==> config.mk <==
export PLATFORM = sky130hd
export DESIGN_NAME = id_ex_stage_reg
export DESIGN_NICKNAME = d
export VERILOG_FILES = /design/src/rtl/id_ex_stage_reg.sv
export SDC_FILE = /design/constraint.sdc
export NUM_CORES = 1
export LEC_CHECK = 0
export ABC_AREA = 1
export BUFFER_PORTS_ARGS = -buffer_cell sky130_fd_sc_hd__buf_2
export CORE_AREA = 2 2 176 178
export CTS_CLUSTER_DIAMETER = 40
export DETAILED_ROUTE_END_ITERATION = 6
export DIE_AREA = 0 0 178 180
export GPL_TIMING_DRIVEN = 0
export PLACE_DENSITY_LB_ADDON = 0.08
export SYNTH_ARGS = -nofsm -noshare
export SYNTH_HDL_FRONTEND = slang
export SYNTH_SLANG_ARGS = --single-unit
==> constraint.sdc <==
create_clock -name clk -period 1.57 [get_ports clk]
set_input_delay 0.157 -clock clk [delete_from_list [all_inputs] [get_ports clk]]
set_output_delay 0.157 -clock clk [all_outputs]
set_load 0.02 [all_outputs]
==> src/rtl/id_ex_stage_reg.sv <==
// ID->EX pipeline register with valid bit, flush/freeze handling and forwarding operand muxes.
// Latency: one cycle from ID inputs to EX registered outputs; opA/opB are combinational from selSrc*.
// Backpressure: freeze holds every register; flush turns the captured instruction into a bubble.
module id_ex_stage_reg #(
    parameter int DATA_W  = 32,
    parameter int REG_W   = 4,
    parameter int SHIFT_W = 12,
    parameter int IMM24_W = 24
) (
    input  logic               clk,
    input  logic               rst,
    input  logic               freeze,
    input  logic               flush,
    input  logic               validID,
    input  logic [DATA_W-1:0]  pcID,
    input  logic [DATA_W-1:0]  valRnID,
    input  logic [DATA_W-1:0]  valRmID,
    input  logic [REG_W-1:0]   src1ID,
    input  logic [REG_W-1:0]   src2ID,
    input  logic [REG_W-1:0]   destID,
    input  logic               wbEnID,
    input  logic               memREnID,
    input  logic               memWEnID,
    input  logic               bID,
    input  logic               sID,
    input  logic               immID,
    input  logic               carryID,
    input  logic [3:0]         exeCmdID,
    input  logic [SHIFT_W-1:0] shiftOperandID,
    input  logic [IMM24_W-1:0] signedImm24ID,
    input  logic [1:0]         selSrc1,
    input  logic [1:0]         selSrc2,
    input  logic [DATA_W-1:0]  aluResMEM,
    input  logic [DATA_W-1:0]  wbValueWB,
    output logic               validEX,
    output logic [DATA_W-1:0]  pcEX,
    output logic [DATA_W-1:0]  valRnEX,
    output logic [DATA_W-1:0]  valRmEX,
    output logic [REG_W-1:0]   src1EX,
    output logic [REG_W-1:0]   src2EX,
    output logic [REG_W-1:0]   destEX,
    output logic               wbEnEX,
    output logic               memREnEX,
    output logic               memWEnEX,
    output logic               bEX,
    output logic               sEX,
    output logic               immEX,
    output logic               carryEX,
    output logic [3:0]         exeCmdEX,
    output logic [SHIFT_W-1:0] shiftOperandEX,
    output logic [IMM24_W-1:0] signedImm24EX,
    output logic [DATA_W-1:0]  opA,
    output logic [DATA_W-1:0]  opB
);

    // Datapath fields: always captured (even on flush) so a squashed
    // instruction stays visible in EX for debug.
    typedef struct packed {
        logic [DATA_W-1:0]  pc;
        logic [DATA_W-1:0]  val_rn;
        logic [DATA_W-1:0]  val_rm;
        logic [REG_W-1:0]   src1;
        logic [REG_W-1:0]   src2;
        logic [REG_W-1:0]   dest;
        logic               imm;
        logic               carry;
        logic [3:0]         exe_cmd;
        logic [SHIFT_W-1:0] shift_operand;
        logic [IMM24_W-1:0] signed_imm24;
    } data_t;

    // Side-effect controls: forced to zero for any bubble so nothing
    // downstream writes back, touches memory, branches or sets flags.
    typedef struct packed {
        logic wb_en;
        logic mem_r_en;
        logic mem_w_en;
        logic b;
        logic s;
    } ctrl_t;

    data_t data_id;
    data_t data_q;
    ctrl_t ctrl_id;
    ctrl_t ctrl_q;
    logic  valid_q;

    assign data_id.pc            = pcID;
    assign data_id.val_rn        = valRnID;
    assign data_id.val_rm        = valRmID;
    assign data_id.src1          = src1ID;
    assign data_id.src2          = src2ID;
    assign data_id.dest          = destID;
    assign data_id.imm           = immID;
    assign data_id.carry         = carryID;
    assign data_id.exe_cmd       = exeCmdID;
    assign data_id.shift_operand = shiftOperandID;
    assign data_id.signed_imm24  = signedImm24ID;

    assign ctrl_id.wb_en    = wbEnID;
    assign ctrl_id.mem_r_en = memREnID;
    assign ctrl_id.mem_w_en = memWEnID;
    assign ctrl_id.b        = bID;
    assign ctrl_id.s        = sID;

    // Stage register: flush beats freeze, freeze holds everything, otherwise load.
    always_ff @(posedge clk or negedge rst) begin
        if (!rst) begin
            valid_q <= 1'b0;
            data_q  <= '0;
            ctrl_q  <= '0;
        end else if (flush) begin
            valid_q <= 1'b0;
            data_q  <= data_id;
            ctrl_q  <= '0;
        end else if (!freeze) begin
            valid_q <= validID;
            data_q  <= data_id;
            ctrl_q  <= validID ? ctrl_id : '0;
        end
    end

    assign validEX        = valid_q;
    assign pcEX           = data_q.pc;
    assign valRnEX        = data_q.val_rn;
    assign valRmEX        = data_q.val_rm;
    assign src1EX         = data_q.src1;
    assign src2EX         = data_q.src2;
    assign destEX         = data_q.dest;
    assign immEX          = data_q.imm;
    assign carryEX        = data_q.carry;
    assign exeCmdEX       = data_q.exe_cmd;
    assign shiftOperandEX = data_q.shift_operand;
    assign signedImm24EX  = data_q.signed_imm24;
    assign wbEnEX         = ctrl_q.wb_en;
    assign memREnEX       = ctrl_q.mem_r_en;
    assign memWEnEX       = ctrl_q.mem_w_en;
    assign bEX            = ctrl_q.b;
    assign sEX            = ctrl_q.s;

    // Forwarding operand muxes: 01 takes MEM, 10 takes WB, 00/11 keep the register value.
    always_comb begin
        opA = data_q.val_rn;
        unique case (selSrc1)
            2'b01:   opA = aluResMEM;
            2'b10:   opA = wbValueWB;
            default: opA = data_q.val_rn;
        endcase
    end

    // Same selection for the Rm path (shifter input and store data).
    always_comb begin
        opB = data_q.val_rm;
        unique case (selSrc2)
            2'b01:   opB = aluResMEM;
            2'b10:   opB = wbValueWB;
            default: opB = data_q.val_rm;
        endcase
    end

endmodule

==> run summary, run 1 <==
For this configuration, the core starts out at a cell density of 25.5%. The worst setup path is captured at a primary output. For this design the ratio of total power to cell area is 951 mW/mm^2. The pre-antenna-repair detailed-routing pass consisted of 5 iterations.

The number of nets in the synthesized netlist is 1323. The tools report the top-level port count as 448. In the final routing, the length of wire on met1 measures 13.7 mm. STA puts the critical path data arrival time at 1.34 ns. The wire length of the first global-routing pass was 51.7 mm. The logs give 0 for the number of max-slew violations in the final report and 0 for the global route total overflow.

For the detailed-routed wire length on met2, the log shows 17.1 mm. Routed signal wires occupy layers up through met5. Critical path startpoint: selSrc2[1]. The logs give 0 for the count of nets left with antenna violations after detail routing and 12.1 mW for the overall power consumption. The pre-CTS setup slack is -0.643 ns, and the max-capacitance violation count is 0.

Setup repair after global routing could not meet its margin everywhere. The synthesized design spends more area on one cell type than any other, namely sky130_fd_sc_hd__dfrtp_1. The tools report the internal reg-to-reg setup slack as 0.90 ns. TritonCTS built the clock tree. The routed wirelength normalized by instance count was 16.2 microns; the number of antenna violations at the first check in global routing was 8. The setup path with the least slack is of type in2out.

The final layout contains 1940 nets. The tightest min-delay check is of the in2reg type. The final hold violation count was 0. Proportion of netlist area held by the largest area contributor: 50.8%. The tools report the critical path required time as 1.41 ns.

The run finished with clean final reports. The maximum ir drop on the vdd rail is 506 uV. Setup violations remaining at the end of the flow were counted as 0. In the post-synthesis netlist, the biggest area contributors are sky130_fd_sc_hd__dfrtp_1 (51%), sky130_fd_sc_hd__nand2_1 (42%), sky130_fd_sc_hd__buf_6 (3.8%), sky130_fd_sc_hd__clkbuf_1 (0.83%), sky130_fd_sc_hd__buf_4 (0.68%).

The die covers 0.0320 sq mm. After layout, the worst path uses 95.1% of the clock period. In this run the tool buffered the top-level ports with 447 buffer cells. Dividing the detail-routed via count by the number of cells gives 4.18. Clock-pin slew was measured on the worst setup and hold paths at 0.07 ns. The total area inside the core boundary comes to 0.0302 sq mm.

Across every metal layer, demand over resource in global routing totals 21.4%. The worst hold path passes through 3 cells. For the pin with the worst max-slew slack, the measured transition is 0.579 ns. Summed over all nets, the half-perimeter wirelength after detailed placement is 26.3 mm.

The max-slew headroom at the worst pin came out at 61.4%. After synthesis the cells add up to 0.00769 sq mm. The setup TNS was 0 ns. The tools report the post-synthesis sequential area ratio as 50.8%. For this run, design rule violations remaining after detail routing come to 0. For the gate count of the mapped netlist, the log shows 1091.

The detailed router finished its first iteration with 369 violations. The number of H-tree levels was 4; the smallest hold slack was 0.0322 ns. The count of different cell masters after synthesis was 12; the worst setup slack after layout was 0.0775 ns.

Post-detailed-routing wire length: 34.4 mm. In this run the critical register-to-register path is launched from valRnEX[22]. The number of warning messages in the yosys log is 0, and the worst-case clock skew is 0 ns. For the via count of the routed design, the log shows 8863.

In this run the worst path has a maximum fanout of 10. Based on the critical path, the design can be clocked at up to 670 MHz. For the number of global-route vias before repair, the log shows 8879.

The nature of the critical path startpoint was an input pin. For the worst flop-to-flop path, the logic depth is 2. The pin count of the biggest net entering global routing was 104; the number of buffers created by CTS was 17. Placer congestion estimate: 0.804. From left edge to right edge, the die measures 178 microns.

In this run the mean area of a mapped cell was 7.05 sq um. The startpoint identified for the worst hold timing path is validID. The die span in y was 180 microns. In this run the static leakage power is 7.48 nW. The smallest clock period supported by the final layout is computed as 1.49 ns. The insertion delay of the later-clocked pin in the worst-skew pair was 0.42 ns. CTS saw 156 sinks. After detailed routing, the met3 layer carries 2.95 mm of wire. The post-route netlist has 31.7% of its cells at a drive strength greater than 1. The cell sitting at the root of the clock tree is a sky130_fd_sc_hd__clkbuf_16. The logs give 2 for the deepest clock path buffer count and 42.0% for the final core utilization.

After synthesis the netlist holds a flip-flop and latch count of 156. Row generation in the floorplan step produced 64 rows. Relative to the synthesized area, the layout overhead comes to 64.9%.
==> flip-flops by register name, indices dropped and copies added (netlist names) <==
signal	flops
memREnEX	1
src2EX	4
exeCmdEX	4
src1EX	4
validEX	1
pcEX	32
sEX	1
bEX	1
immEX	1
destEX	4
carryEX	1
memWEnEX	1
valRnEX	32
valRmEX	32
wbEnEX	1
signedImm24EX	24
shiftOperandEX	12
==> worst max-delay path, cell delays in order <==
cell	delay (ns)
sky130_fd_sc_hd__buf_2	0.12
sky130_fd_sc_hd__ha_2	0.44
sky130_fd_sc_hd__clkbuf_4	0.30
sky130_fd_sc_hd__nand2_1	0.07
sky130_fd_sc_hd__nand2_1	0.08
sky130_fd_sc_hd__buf_2	0.16
==> cell usage after synthesis <==
| master | n |
|---|---|
| sky130_fd_sc_hd__nand2_1 | 856 |
| sky130_fd_sc_hd__dfrtp_1 | 156 |
| sky130_fd_sc_hd__buf_6 | 26 |
| sky130_fd_sc_hd__clkbuf_1 | 17 |
| sky130_fd_sc_hd__buf_2 | 10 |
| sky130_fd_sc_hd__buf_4 | 7 |
| sky130_fd_sc_hd__inv_1 | 6 |
| sky130_fd_sc_hd__nor2_1 | 5 |
| sky130_fd_sc_hd__ha_1 | 4 |
| sky130_fd_sc_hd__inv_2 | 2 |
| sky130_fd_sc_hd__nand2_2 | 1 |
| sky130_fd_sc_hd__nand3b_1 | 1 |
==> final cells by class <==
type / instances / area (sq um)
sequential: 156 / 3900
fill: 3290 / 17500
inverter: 8 / 30.0
timing repair buffer: 600 / 3800
buffer: 58 / 542
tap: 396 / 495
clock inverter: 14 / 160
antenna: 4 / 10.0
multi-input combinational: 867 / 3300
clock buffer: 18 / 439
==> report_power, final <==
part           internal [mW]  total (mW)  leakage (nW)  switching (mW)
combinational           1.25        3.21          5.32            1.96
sequential              4.35        4.57          1.87           0.220
clock                   2.42        4.27         0.291            1.85
==> repair_timing <==
| action | in CTS | in global routing |
|---|---|---|
| setup buffers | 0 | 0 |
| hold buffers | 152 | 0 |
| endpoints found under the setup margin | 63 | 38 |
| hold endpoints to repair | 204 | 0 |
| resized for setup | 37 | 15 |
| cloned | 0 | 0 |
==> kinds of logic after synthesis <==
family	after synthesis	share of synthesized area (%)
adders and majority gates	4	0.651
DFF	156	50.8
and+or+nand+nor	863	42.2
buffers and inverters	68	6.36
==> placed cells by master (no fill, tap or decap), drive strengths merged <==
| cell type | count |
|---|---|
| dfrtp | 156 |
| clkbuf | 30 |
| ha | 4 |
| clkinvlp | 2 |
| dlygate4sd3 | 152 |
| diode | 4 |
| bufinv | 2 |
| inv | 12 |
| buf | 494 |
| nand3b | 1 |
| nand2 | 857 |
| nor2 | 5 |
| clkinv | 6 |
==> layer usage <==
| layer | vias to the layer above | GRT usage (%) |
|---|---|---|
| li1 | 4478 | - |
| met1 | 4010 | 24.6 |
| met2 | 330 | 37.8 |
| met4 | 8 | 5.41 |
| met5 | - | 0 |
| met3 | 37 | 7.13 |
==> worst paths after layout <==
check | end
worst max register to register | valRnEX[22]
worst min-delay path | validEX
worst max-delay path | opB[24]
min in group asynchronous | valRnEX[29]
max in group asynchronous | valRnEX[9]
worst min register to register | src2EX[1]
==> per-stage QoR <==
stage | cells | area (sq um)
final | 2121 | 12700
after global routing | 2119 | 12700
after CTS | 2117 | 12700
after detailed placement | 1935 | 10500
after global placement | 1934 | 10400
after floorplan | 1091 | 7690
Note: power is estimated with default switching activity, not from simulation.
==> inputs of run 2 (changes only) <==
--- a/config.mk
+++ b/config.mk
@@ -6,12 +6,13 @@
 export NUM_CORES = 1
 export LEC_CHECK = 0
 export ABC_AREA = 1
-export BUFFER_PORTS_ARGS = -buffer_cell sky130_fd_sc_hd__buf_2
+export BUFFER_PORTS_ARGS = -buffer_cell sky130_fd_sc_hd__buf_4
 export CORE_AREA = 2 2 176 178
 export CTS_CLUSTER_DIAMETER = 40
 export DETAILED_ROUTE_END_ITERATION = 6
 export DIE_AREA = 0 0 178 180
 export GPL_TIMING_DRIVEN = 0
+export MAX_ROUTING_LAYER = met4
 export PLACE_DENSITY_LB_ADDON = 0.08
 export SYNTH_ARGS = -nofsm -noshare
 export SYNTH_HDL_FRONTEND = slang
==> run 2 against run 1 <==
Compared with the run above: worst setup slack improved by 0.0012 ns; non-clock buffer count is 2 higher; combinational power up 15%; global-route usage grew 1.1 points; wire length is 2.2% higher; first-iteration DRC count up 15%; cell area is 8.8% higher; register-to-register slack is essentially flat; clock power rose by 2%; sequential power about the same; hold slack better by 0.0069 ns.
==> run summary, run 2 (synthesized netlist as in run 1, its figures left out) <==
The run finished with clean final reports. The footprint of the multi-input gates was 0.00331 sq mm (was 0.00330 sq mm). Highest achievable clock rate: 671 MHz (was 670 MHz).

The final layout net count came out at 1942 (was 1940). The logs give 34.4% (was 35.5%) for the clock share of power and 17 (unchanged) for the number of buffers created by CTS. Setup repair after global routing could not meet its margin everywhere. The tools report the pre-CTS setup slack as -0.572 ns (was -0.643 ns). For the number of max-slew violations in the final report, the log shows 0 (unchanged). Critical path, cell by cell: buf_4, inv_1, ha_1, buf_2, nand2_1, nand2_1, nand2_1, nand2_1, buf_4 (was buf_2, ha_2, clkbuf_4, nand2_1, nand2_1, buf_2). The total DRC errors in the routed layout is 0 (unchanged), and the total of buffers placed on input and output ports is 447 (unchanged). The final hold violation count came out at 0 (unchanged).

Global-route usage over all layers: 22.5% (was 21.4%). The proportion of total power due to net switching is 32.2% (was 33.5%). The clock-pin transition on the worst setup and hold timing paths was 0.07 ns (about the same).

The number of antenna violations at the first check in global routing was 1 (was 8). The most repeated library cell on the critical path was sky130_fd_sc_hd__nand2_1. The nature of the critical path startpoint was an input pin (unchanged).

The number of fill cells in the layout was 3116 (was 3290); the overall die area was 0.0320 sq mm (unchanged). TritonCTS built the clock tree. The logs give 0.0138 sq mm (was 0.0127 sq mm) for the summed area of non-filler cells in the final layout and 29.2% (was 26.6%) for the relative contribution of combinational cells to total power.

The deepest clock path buffer count was 2 (unchanged). For the number of search-and-repair iterations in the first detailed-routing pass, the log shows 5 (unchanged). The chip width is 178 microns (unchanged), and the arrival time at the worst endpoint is 1.33 ns (was 1.34 ns).

The tools report the final core utilization as 45.7% (was 42.0%). The number of H-tree levels is 4 (unchanged). The tools report the number of sinks handled by clock tree synthesis as 156 (unchanged). For the detailed router's first-iteration violation count, the log shows 424 (was 369). The max-slew headroom at the worst pin is 59.8% (was 61.4%). The tools report the buffer type at the clock tree root as sky130_fd_sc_hd__clkbuf_16 (unchanged). The via count of the routed design is 8950 (was 8863), and the effective utilization at floorplan is 25.5% (unchanged). Worst min-delay path category: in2reg (unchanged). The max-capacitance violation count is 0 (unchanged), and the net switching power figure is 4.06 mW (was 4.03 mW). Most used cells in the layout excluding fill and tap cells: sky130_fd_sc_hd__nand2_1 (856), sky130_fd_sc_hd__buf_4 (455), sky130_fd_sc_hd__dfrtp_1 (156) (was sky130_fd_sc_hd__nand2_1 (856), sky130_fd_sc_hd__buf_2 (449), sky130_fd_sc_hd__dfrtp_1 (156)). The power share of the sequential group is 36.4% (was 37.9%). The logs give 0 (unchanged) for the count of nets left with antenna violations after detail routing and 0 (unchanged) for the global route total overflow.

The leakage power summed over all cells is 7.82 nW (was 7.48 nW). Final cycle utilization of the critical path: 95.0% (was 95.1%). The die span in y is 180 microns (unchanged), and the worst setup slack after layout is 0.0787 ns (was 0.0775 ns). The ratio of total power to cell area was 914 mW/mm^2 (was 951 mW/mm^2); the growth of design area from synthesis to finish was 79.4% (was 64.9%). Critical path required time: 1.41 ns (about the same).

The number of global-route vias before repair came out at 9253 (was 8879). The time the final worst path needs with I/O delays and setup came out at 1.49 ns (about the same). The run gives 64 (unchanged) as the placement row count. The pin count of the biggest net entering global routing was 109 (was 104); the number of buffers and inverters on the critical path was 4 (was 3). Cell family contributing the most delay on the critical path: buffers and inverters (unchanged). Placeable core region: 0.0302 sq mm (unchanged). The run gives 0 (unchanged) as the post-CTS setup buffer count. The placer congestion estimate is 0.833 (was 0.804).

The internal power contribution is 8.54 mW (was 8.02 mW), and the instance area after placement is 0.0116 sq mm (was 0.0105 sq mm). Classification of the worst setup path: in2out (unchanged). Kind of capture point of the worst setup path: a primary output (unchanged).

The slowest library cell on the worst path is sky130_fd_sc_hd__ha_1 (was sky130_fd_sc_hd__ha_2). The top-level port count was 448 (unchanged). Most common cell after layout, fill and taps aside: sky130_fd_sc_hd__nand2_1 (unchanged). The flip-flop and latch area is 0.00390 sq mm (unchanged). The insertion delay of the later-clocked pin in the worst-skew pair was 0.43 ns (was 0.42 ns); the routed wirelength normalized by instance count was 16.6 microns (was 16.2 microns). The tools report the worst-case clock skew as 0 ns (unchanged).

Maximum ir drop on the vdd rail: 704 uV (was 506 uV). The worst-margin pin slew is 0.603 ns (was 0.579 ns). The share of cells above drive strength 1 is 31.5% (was 31.7%).

The largest fanout of any net on the critical path works out to 10 (unchanged). The via-per-instance ratio was 4.22 (was 4.18). For the final HPWL from detailed placement, the log shows 26.7 mm (was 26.3 mm). Final count of negative-setup-slack endpoints: 0 (unchanged).

The delay of the slowest cell on the worst path was 0.29 ns (was 0.44 ns); the wire length of the first global-routing pass was 52.7 mm (was 51.7 mm). The post-detailed-routing wire length is 35.1 mm (was 34.4 mm).
-- run 2: cell count changes in the layout (fill, tap and decap cells not counted), sizes merged --
cell	change
clkbuf	+8
buf	-4
clkinv	-4
diode	-2
dlygate4sd3	+2
-- run 2: through the flow --
stage,setup TNS (ns),power [mW],hold WS [ns],std cells
after detailed placement,-21.99,8.04,0.102,1935
after floorplan,0,6.16,-0.139,1091
final,0,12.6,0.0391,2121
after global routing,-0.0363,13.3,0.0489,2120
after global placement,-130.69,8.01,0.356,1934
after CTS,0,12.8,0.0200,2119
-- run 2: worst reg2reg max path, cell delays in order (launching register included) --
cell and delay (ns):
sky130_fd_sc_hd__dfrtp_1 0.43, sky130_fd_sc_hd__nand2_1 0.09, sky130_fd_sc_hd__nand2_1 0.05
-- run 2: layer usage --
layer  up-vias  global-route usage, %  wire length (microns)
met2       339                   38.8                  17500
met3        39                   6.87                   2820
li1       4488                      -                      -
met1      4084                   24.9                  14000
met4         0                   6.33                    761
met5         -                      -                      0
-- run 2: layout make-up --
type | count | area share (%)
Timing Repair Buffer | 602 | 35.7
Sequential cell | 156 | 28.3
Multi-Input combinational cell | 867 | 24.0
Buffer | 58 | 3.75
Tap cell | 396 | 3.59
Clock buffer | 22 | 3.44
Clock inverter | 10 | 0.925
Inverter | 8 | 0.218
Antenna cell | 2 | 0.0363
-- run 2: power groups by stage --
stage          combinational, mW  clock (mW)  sequential (mW)
6_report                    3.68        4.34             4.58
3_5_place_dp                3.39           0             4.65
2_1_floorplan               1.13           0             5.03
3_3_place_gp                3.36           0             4.65
4_1_cts                     3.73        4.46             4.58
5_1_grt                     4.00        4.64             4.63
-- run 2: worst paths after layout --
path,startpoint,end,slack [ns],cells after the start
min reg2reg,destEX[1],destEX[1],0.47,2
min in group asynchronous,rst,valRmEX[24],0.21,2
min,wbEnID,wbEnEX,0.04,5
max in group asynchronous,rst,src2EX[2],0.43,3
max reg2reg,valRnEX[22],valRnEX[22],0.90,2
max,selSrc1[0],opA[20],0.08,9
-- run 2: timing repair --
| item | 4_1_cts | 5_1_grt |
|---|---|---|
| hold buffers | 154 | 0 |
| setup endpoints to repair | 63 | 53 |
| hold endpoints to repair | 203 | 0 |
| gates resized for setup | 27 | 15 |
